$ cat src/rtl/sorting_pkg.sv
// -----------------------------------------------------------------------------
// sorting_pkg
//   Shared types for the packet sorter. Holds the control-state enumeration
//   used by the top level. Word width and packet capacity stay as module
//   parameters of sorting, so nothing here depends on them.
// -----------------------------------------------------------------------------
package sorting_pkg;

    // IDLE : waiting for a word with sop_i
    // LOAD : collecting words until eop_i
    // SORT : N odd-even transposition passes over the storage
    // OUT  : streaming the first L sorted words
    typedef enum logic [1:0] {
        IDLE = 2'd0,
        LOAD = 2'd1,
        SORT = 2'd2,
        OUT  = 2'd3
    } state_t;

endpackage : sorting_pkg

$ cat src/rtl/sorting_cmp_swap.sv
// -----------------------------------------------------------------------------
// sorting_cmp_swap
//   Combinational compare-and-swap cell for the sorting network. The smaller
//   of the two unsigned inputs appears on lo, the larger on hi. Equal inputs
//   pass straight through, so duplicates are preserved.
//
// Ports
//   a, b   : unsigned input words
//   lo, hi : min(a, b) and max(a, b)
// -----------------------------------------------------------------------------
module sorting_cmp_swap
    import sorting_pkg::*;
#(
    parameter int DWIDTH = 8
) (
    input  logic [DWIDTH-1:0] a,
    input  logic [DWIDTH-1:0] b,
    output logic [DWIDTH-1:0] lo,
    output logic [DWIDTH-1:0] hi
);

    logic swap;

    assign swap = (a > b);
    assign lo   = swap ? b : a;
    assign hi   = swap ? a : b;

endmodule : sorting_cmp_swap

$ cat src/rtl/sorting.sv
// -----------------------------------------------------------------------------
// sorting
//   Packet sorter. Collects a packet of up to N = 2**AWIDTH words framed by
//   sop_i / eop_i, sorts it ascending (unsigned) with an odd-even
//   transposition network running one pass per cycle for N cycles, then
//   streams the first L words back out framed by sop_o / eop_o. While
//   sorting or emitting, busy_o is high and the input is ignored.
//
// Parameters
//   DWIDTH : data word width in bits
//   AWIDTH : log2 of the packet capacity N
//
// Ports
//   clk_i   : clock, rising edge
//   srst_i  : asynchronous active-high reset (aborts any packet in flight)
//   data_i  : input word
//   sop_i   : first word of input packet
//   eop_i   : last word of input packet
//   val_i   : input word valid
//   data_o  : sorted output word (holds its last value outside OUT)
//   sop_o   : first word of output packet
//   eop_o   : last word of output packet
//   val_o   : output word valid
//   busy_o  : high while sorting or emitting
// -----------------------------------------------------------------------------
module sorting
    import sorting_pkg::*;
#(
    parameter int DWIDTH = 8,
    parameter int AWIDTH = 3
) (
    input  logic              clk_i,
    input  logic              srst_i,
    input  logic [DWIDTH-1:0] data_i,
    input  logic              sop_i,
    input  logic              eop_i,
    input  logic              val_i,
    output logic [DWIDTH-1:0] data_o,
    output logic              sop_o,
    output logic              eop_o,
    output logic              val_o,
    output logic              busy_o
);

    localparam int                N         = 2 ** AWIDTH;
    // Length and output index must reach N itself, hence one extra bit.
    localparam int                LW        = AWIDTH + 1;
    localparam logic [LW-1:0]     N_LEN     = LW'(N);
    localparam logic [AWIDTH-1:0] LAST_PASS = '1;

    state_t                   state;
    logic [LW-1:0]            len;
    logic [LW-1:0]            len_nxt;
    logic [LW-1:0]            out_idx;
    logic [AWIDTH-1:0]        pass_cnt;
    logic [AWIDTH-1:0]        ld_idx;
    logic                     ld_we;
    logic                     go_sort;

    logic [N-1:0][DWIDTH-1:0] mem;
    logic [N-1:0][DWIDTH-1:0] even_q;
    logic [N-1:0][DWIDTH-1:0] odd_q;

    // -------------------------------------------------------------------------
    // Load decode: where the current input word goes, the resulting packet
    // length, and whether this word closes the packet.
    // -------------------------------------------------------------------------
    always_comb begin
        ld_we   = 1'b0;
        ld_idx  = '0;
        len_nxt = len;
        go_sort = 1'b0;
        case (state)
            IDLE: begin
                if (val_i && sop_i) begin
                    ld_we   = 1'b1;
                    ld_idx  = '0;
                    len_nxt = LW'(1);
                    go_sort = eop_i;
                end
            end
            LOAD: begin
                if (val_i) begin
                    if (sop_i) begin
                        // A fresh sop throws away the partial packet.
                        ld_we   = 1'b1;
                        ld_idx  = '0;
                        len_nxt = LW'(1);
                    end else if (len < N_LEN) begin
                        ld_we   = 1'b1;
                        ld_idx  = len[AWIDTH-1:0];
                        len_nxt = len + LW'(1);
                    end
                    // Words past capacity are dropped, but their eop still
                    // closes the packet.
                    go_sort = eop_i;
                end
            end
            default: begin
            end
        endcase
    end

    // -------------------------------------------------------------------------
    // Sorting network: even pass compares (0,1),(2,3),...; odd pass compares
    // (1,2),(3,4),... with the two end entries passing through.
    // -------------------------------------------------------------------------
    for (genvar p = 0; p < N / 2; p++) begin : g_even
        sorting_cmp_swap #(
            .DWIDTH (DWIDTH)
        ) u_cmp_swap (
            .a  (mem[2*p]),
            .b  (mem[2*p+1]),
            .lo (even_q[2*p]),
            .hi (even_q[2*p+1])
        );
    end

    for (genvar p = 0; p < N / 2 - 1; p++) begin : g_odd
        sorting_cmp_swap #(
            .DWIDTH (DWIDTH)
        ) u_cmp_swap (
            .a  (mem[2*p+1]),
            .b  (mem[2*p+2]),
            .lo (odd_q[2*p+1]),
            .hi (odd_q[2*p+2])
        );
    end

    assign odd_q[0]   = mem[0];
    assign odd_q[N-1] = mem[N-1];

    // -------------------------------------------------------------------------
    // Storage: written during load, rewritten by one network pass per SORT
    // cycle. Contents are never reset; unused slots are padded with all-ones
    // as the packet closes so they sink to the top and are never emitted.
    // -------------------------------------------------------------------------
    always_ff @(posedge clk_i) begin
        if (state == SORT) begin
            mem <= pass_cnt[0] ? odd_q : even_q;
        end else begin
            if (ld_we) begin
                mem[ld_idx] <= data_i;
            end
            if (go_sort) begin
                for (int i = 0; i < N; i++) begin
                    if (LW'(i) >= len_nxt) begin
                        mem[i] <= '1;
                    end
                end
            end
        end
    end

    // -------------------------------------------------------------------------
    // Control FSM with registered outputs. SORT runs exactly N passes; the
    // first word is registered out on the edge after the last pass, giving
    // N+1 cycles from the eop edge to the first val_o.
    // -------------------------------------------------------------------------
    always_ff @(posedge clk_i or posedge srst_i) begin
        if (srst_i) begin
            state    <= IDLE;
            len      <= '0;
            pass_cnt <= '0;
            out_idx  <= '0;
            data_o   <= '0;
            val_o    <= 1'b0;
            sop_o    <= 1'b0;
            eop_o    <= 1'b0;
            busy_o   <= 1'b0;
        end else begin
            case (state)
                IDLE, LOAD: begin
                    len <= len_nxt;
                    if (go_sort) begin
                        state    <= SORT;
                        busy_o   <= 1'b1;
                        pass_cnt <= '0;
                    end else if (ld_we) begin
                        state <= LOAD;
                    end
                end
                SORT: begin
                    pass_cnt <= pass_cnt + AWIDTH'(1);
                    if (pass_cnt == LAST_PASS) begin
                        state   <= OUT;
                        out_idx <= '0;
                    end
                end
                OUT: begin
                    if (out_idx < len) begin
                        data_o  <= mem[out_idx[AWIDTH-1:0]];
                        val_o   <= 1'b1;
                        sop_o   <= (out_idx == '0);
                        eop_o   <= (out_idx == len - LW'(1));
                        out_idx <= out_idx + LW'(1);
                    end else begin
                        // Last word went out on the previous edge.
                        state  <= IDLE;
                        val_o  <= 1'b0;
                        sop_o  <= 1'b0;
                        eop_o  <= 1'b0;
                        busy_o <= 1'b0;
                    end
                end
                default: begin
                    state <= IDLE;
                end
            endcase
        end
    end

endmodule : sorting

$ cat config.mk
export PLATFORM = sky130hd
export DESIGN_NAME = sorting
export DESIGN_NICKNAME = d
export VERILOG_FILES = /design/src/rtl/sorting_pkg.sv /design/src/rtl/sorting_cmp_swap.sv /design/src/rtl/sorting.sv
export SDC_FILE = /design/constraint.sdc
export NUM_CORES = 1
export LEC_CHECK = 0
export ABC_AREA = 1
export BUFFER_PORTS_ARGS = -buffer_cell sky130_fd_sc_hd__clkbuf_2
export CAP_MARGIN = 40
export CORE_MARGIN = 8
export CORE_UTILIZATION = 40
export CTS_CLUSTER_DIAMETER = 50
export DETAILED_ROUTE_END_ITERATION = 16
export RECOVER_POWER = 100
export SLEW_MARGIN = 40
export SYNTH_ARGS = -nofsm -noshare
export SYNTH_HDL_FRONTEND = slang
export SYNTH_SLANG_ARGS = --single-unit
export TNS_END_PERCENT = 50
$ cat constraint.sdc
create_clock -name clk_i -period 2.9 [get_ports clk_i]
set_clock_uncertainty 0.15 [all_clocks]
set_input_delay 0.435 -clock clk_i [delete_from_list [all_inputs] [get_ports clk_i]]
set_output_delay 0.435 -clock clk_i [all_outputs]
set_load 0.01 [all_outputs]
; ---- After elaboration in Yosys (flattened, before gate mapping)
; Cells that the tools add are included.
[totals]
latchBits = 0
ff_bits = 89
out_inout_bits = 12
mem_bits_ro = 0
ramBits = 0
n_memories = 0
word_cells = 146
[op_classes]
n_lt_le_gt_ge = 20
n_addsub = 4
multipliers = 0
div = 0
mux = 64
n_shift = 0
bitwise = 0
reduce_logical = 21
n_eq_ne = 20
[ops]
columns = op, n
row1 = $mux W64, 4
row2 = $mux W8, 24
row3 = $bwmux W64, 1
row4 = $gt A8 B8 Y1, 7
row5 = $bmux W8 S3, 1
row6 = $demux W8 S3, 1
row7 = $mux W4, 6
row8 = $ne A3 B2 Y1 const B, 7
row9 = $reduce_and A2 Y1, 10
row10 = $ge A3 B4 Y1 const A, 4
row11 = $pmux W4 S2, 2
row12 = $mux W3, 5
row13 = $mux W1, 11
row14 = $reduce_and A3 Y1, 3
row15 = $add A4 B1 Y4 const B, 2
row16 = $ge A1 B4 Y1 const A, 2
row17 = $ge A2 B4 Y1 const A, 2
row18 = $lt A3 B4 Y1 const B, 2
row19 = $mux W2, 4
row20 = $ne A2 B2 Y1 const B, 4
row21 = $ne A2 B1 Y1 const B, 3
row22 = $pmux W1 S2, 3
row23 = $pmux W2 S3, 1
row24 = $pmux W3 S2, 1
row25 = 15 further kinds, 19

; ---- Depth between registers and ports, before layout
[logic_depth]
word_depth = 14
ltp_mapped = 14
ltp_nobuf = 13

; ---- By module
; A second synthesis with hierarchy kept.
[unflattened]
cells_unflattened = 1475
hier_area_um2 = 9557.9
[by_module_without_submodules]
columns = module, area_each_um2, seq_area_each_um2, cells_each, instances
row1 = sorting, 5755.5, 2067.0, 866, 1
row2 = sorting_cmp_swap (g_even[3].u_cmp_swap ...), 544.3, 0.0, 87, 4
row3 = sorting_cmp_swap (g_even[0].u_cmp_swap ...), 541.8, 0.0, 87, 3

; ---- Least setup slack after synthesis
; Ideal clock, no wire load.
[synth_path]
path_kind = register to register
startpoint = register mem[51] in the netlist's numbering
endpoint = register mem[56] in the netlist's numbering, enable pin
stages_incl_launch_ff = 8
synth_period_minus_slack_ns = 2.241
slack_ns = 0.659
t_arrival_ns = 1.707
n_path_buf = 0
setup_time_ns = 0.384
cell_sequence = edfxtp_1 > ha_1 > nand2_1 > o21ai_0 > nand2_1 > nand3_1 > nand2_1 > o21ai_0
[synth_between]
elab_chain_cells = 3
[synth_rtl]
columns = element, line
row1 = start: declaration, sorting.sv:60  ; logic [N-1:0][DWIDTH-1:0] mem;
row2 = start signal: assignment, sorting.sv:140  ; mem <= pass_cnt[0] ? odd_q : even_q;
row3 = start signal: indexed assignment, sorting.sv:143  ; mem[ld_idx] <= data_i;
row4 = $gt A8 B8 Y1, sorting_cmp_swap.sv:24  ; assign swap = (a > b);
row5 = $ne A2 B1 Y1 (no line), -
row6 = $reduce_and A2 Y1 (no line), -
; No other way between the ends.
; A chain may end at the register's enable or synchronous reset.

; ---- Worst setup path in the final report
[layout_path]
startpoint = register state[1]
endpoint = register mem[59] in the netlist's numbering (data pin)
[layout_between]
elab_chain_cells = 11
elab_cells_between_ends = 18
[layout_rtl]
columns = element, line
row1 = start: declaration, sorting.sv:51  ; state_t state;
row2 = start signal: assignment, sorting.sv:162  ; state <= IDLE;
row3 = start signal: assignment, sorting.sv:176  ; state <= SORT;
row4 = start signal: assignment, sorting.sv:180  ; state <= LOAD;
row5 = $eq A2 B1 Y1, sorting.sv:73  ; case (state)
row6 = $mux W3, -
row7 = $lt A3 B4 Y1 (not written as such) / $ge A3 B1 Y1 (equally long branches), sorting.sv:143
row8 = $logic_and A1 B1 Y1 (not written as such), sorting.sv:143
row9 = $mux W8 (not written as such), sorting.sv:143
row10 = $demux W8 S3, sorting.sv:143
row11 = $bwmux W64, sorting.sv:143
row12 = $mux W64, sorting.sv:142  ; if (ld_we) begin
row13 = $mux W8, sorting.sv:147  ; if (LW'(i) >= len_nxt) begin
row14 = $mux W64, sorting.sv:145  ; if (go_sort) begin
row15 = $mux W64 *, sorting.sv:139  ; if (state == SORT) begin
; Every way passes the cells marked *; elsewhere a longest branch is shown, timed or not.

==> results.yml <==
cells_and_area:
  final_common_cell: "nand2_1"
  diodes: 0
  postLayoutCellArea_um2: 8419
  final_cell_mix: "nand2_1 (362), inv_1 (123), nand3_1 (87)"
  area_delta_synth_final_pct: 9.148
  drive_gt1_share_pct: 7.401
  fin_nets: 1183
  nFillCells: 1956
  fin_cells: 1368
status:
  status: "complete, no violations"
synthesis:
  synth-simple-area-share_pct: 30.09
  syn_avg_cell_area_um2: 7.116
  synth.area.top_cells: "edfxtp_1 (25%), nand2_1 (18%), ha_1 (11%)"
  syn_area_um2: 7714
  synthXorXnorAreaFrac_pct: 0.5677
  synth-main-ff-cell: "edfxtp_1"
  synth_async_sr_flop_share_pct: 28.09
  synthCells: 1084
  synth_edf_count: 64
  synth_top_area_share_pct: 24.91
  yosysSeqAreaShare_pct: 33.03
  yosysWarnings: 0
  synth_top_family_by_area: "simple AND/OR/NAND/NOR gates"
  yosysUniqueCellTypes: 40
  syn_nets: 1164
  synth_fa_ha_area_share_pct: 10.87
  synth_compound_area_share_pct: 16.20
  ys_ff_latch: 89
  synth_top_area_cell: "edfxtp_1"
  synthMuxAreaShare_pct: 0
timing:
  fmax_ghz: 0.3754
  tightest_slew_ps: 1383
  fin_hold_ws_ps: 324.7
  rsz0062_at_grt: "no"
  finalCriticalPeriod_ps: 2664
  setup_violations: 0
  hold_viol: 0
  fin_crit_sh_pct: 91.87
  maxSlewHeadroom_pct: 7.813
  slew_viol_final: 0
  final.setup.tns_ps: 0
cts:
  insertion_delay_ps: 350
  clk_pin_slew_ps: 70
  cts_tree: "yes"
  htreeDepth: 3
  post_cts_buffers: 0
  cts_sinks: 89
  ctsLongestPathBuffers: 2
  cts_root_buffer: "clkbuf_16"
  cts_buffers: 9
worst_setup_path:
  rr_startpoint: "state[1]"
  cpPeakStageDelay_ps: 610
  cp-startpoint: "state[1]"
  critical_path_peak_fanout: 31
  worstPathCellList: "inv_4 > nor2_4 > inv_1 > nor2_4 > inv_1 > o21ai_0"
  critPathArrivalTime_ps: 2680
  crit_family: "simple AND/OR/NAND/NOR gates"
  end_kind: "register"
  crit_required_ps: 2910
  cp-start-kind: "register"
  critical_path_class: "register to register"
  cp_slowest_cell: "nor2_4"
  worst-path-buf-inv: 3
min_path:
  hold_path_startpoint: "eop_i"
  hold_class: "primary input to register"
route:
  drt_iter0_markers: 881
  drtAntennaViolNets: 0
  wl_um: 26080
  wl_per_cell_um: 19.07
  avgViaCountPerCell: 5.510
  dr_total_vias: 7538
  drcViolationCount: 0
  drtPass1Iterations: 6
placed_design:
  dp.cells: 1351
  io_buffers: 24
  dpl_cell_area_um2: 8158
  hpwl_um: 19360
  place.gp.congestion: 0.9457
die:
  ioPinCount: 25
  coreArea_um2: 18830
  dieWidth_um: 154.9
  fp.dieH_um: 154.9
  dieArea_um2: 23980
  initial_core_util_pct: 40.96
  std_cell_rows: 50
flow_run:
  cap_violations: 0
global_route:
  grt_start_max_net_pins: 41
  grtUsageTotal_pct: 22.01
  grt_first_pass_wirelength_um: 40610
  grt_pass1_vias: 6996
  grt.overflow.total: 0
  antenna_found_initial: 0
pwr:
  ir_drop_uv: 419.9
  power.total_uw: 10440
  leakage_uw: 0.004252
  power.density_nw_per_um2: 1241
-- per-layer routing --
layer / routed length [um] / vias to the layer above / track usage, %
li1: - / 3680 / -
met1: 11580 / 3447 / 30.13
met2: 11580 / 352 / 34.43
met3: 2204 / 59 / 3.490
met4: 712 / 0 / 7.979
met5: 0 / - / 0
-- what timing repair did --
action	CTS	global route
hold buffers	1	0
gates resized for setup	0	0
endpoints found under the setup margin	0	0
hold endpoints to repair	25	0
-- state kept, by name, summed over array words and instances, names as in the netlist --
name      count
mem          64
len           4
eop_o         1
data_o        8
sop_o         1
val_o         1
out_idx       4
pass_cnt      3
state         2
busy_o        1
-- synth_stat cells (6+ instances only) --
| cell | count |
|---|---|
| nand2_1 | 361 |
| a22oi_1 | 48 |
| nand3_1 | 87 |
| buf_1 | 6 |
| inv_1 | 123 |
| a21oi_1 | 75 |
| edfxtp_1 | 64 |
| ha_1 | 67 |
| o21ai_1 | 11 |
| o21ai_0 | 75 |
| buf_2 | 14 |
| clkbuf_1 | 16 |
| nand4_1 | 24 |
| nor2_1 | 30 |
| dfrtp_1 | 25 |
-- worst min-delay path: stages --
cell and delay, ps:
clkbuf_2 80, nand2_1 50, inv_1 50, nand3_2 110
nand2_1 60
-- report_power, final --
| part | leakage [uW] | internal [uW] | switching (uW) |
|---|---|---|---|
| Sequential | 0.000994 | 2370 | 1130 |
| Combinational | 0.00312 | 2070 | 3680 |
| Clock | 0.000137 | 671 | 532 |
| Total | 0.00425 | 5110 | 5340 |
-- cells by family (layout without fill, tap and decap cells) --
logic type,Yosys count,count (layout)
simple gates,529,529
compound gates,219,219
buf+inv,175,199
flops,89,89
fa+ha+maj,67,67
xor+xnor,5,5
-- worst paths after layout --
kind                                 end  slack [ps]  depth (start not counted)
worst max register to register   mem[59]         240                          6
worst min-delay path              busy_o         320                          5
worst max-delay path             mem[59]         240                          6
worst min register to register    busy_o         330                          2
max in group asynchronous       state[0]         860                          4
min in group asynchronous         len[3]         920                          4
-- cell type report --
type | count | area (um^2) | share of cell area (%)
Multi-Input combinational cell | 820 | 4453 | 52.89
Sequential cell | 89 | 2547 | 30.26
Inverter | 131 | 494.2 | 5.870
Tap cell | 260 | 325.3 | 3.864
Timing Repair Buffer | 52 | 304.0 | 3.611
Clock buffer | 10 | 229.0 | 2.720
Clock inverter | 6 | 66.31 | 0.7876
-- per-stage QoR --
stage               setup WS (ps)  utilization (%)
global placement            303.5            43.32
floorplan                   659.2                -
global route                99.69            44.71
CTS                         314.2            44.94
finish                      235.9            44.71
detailed placement          240.1            43.32
Note: power is estimated with default switching activity, not from simulation.
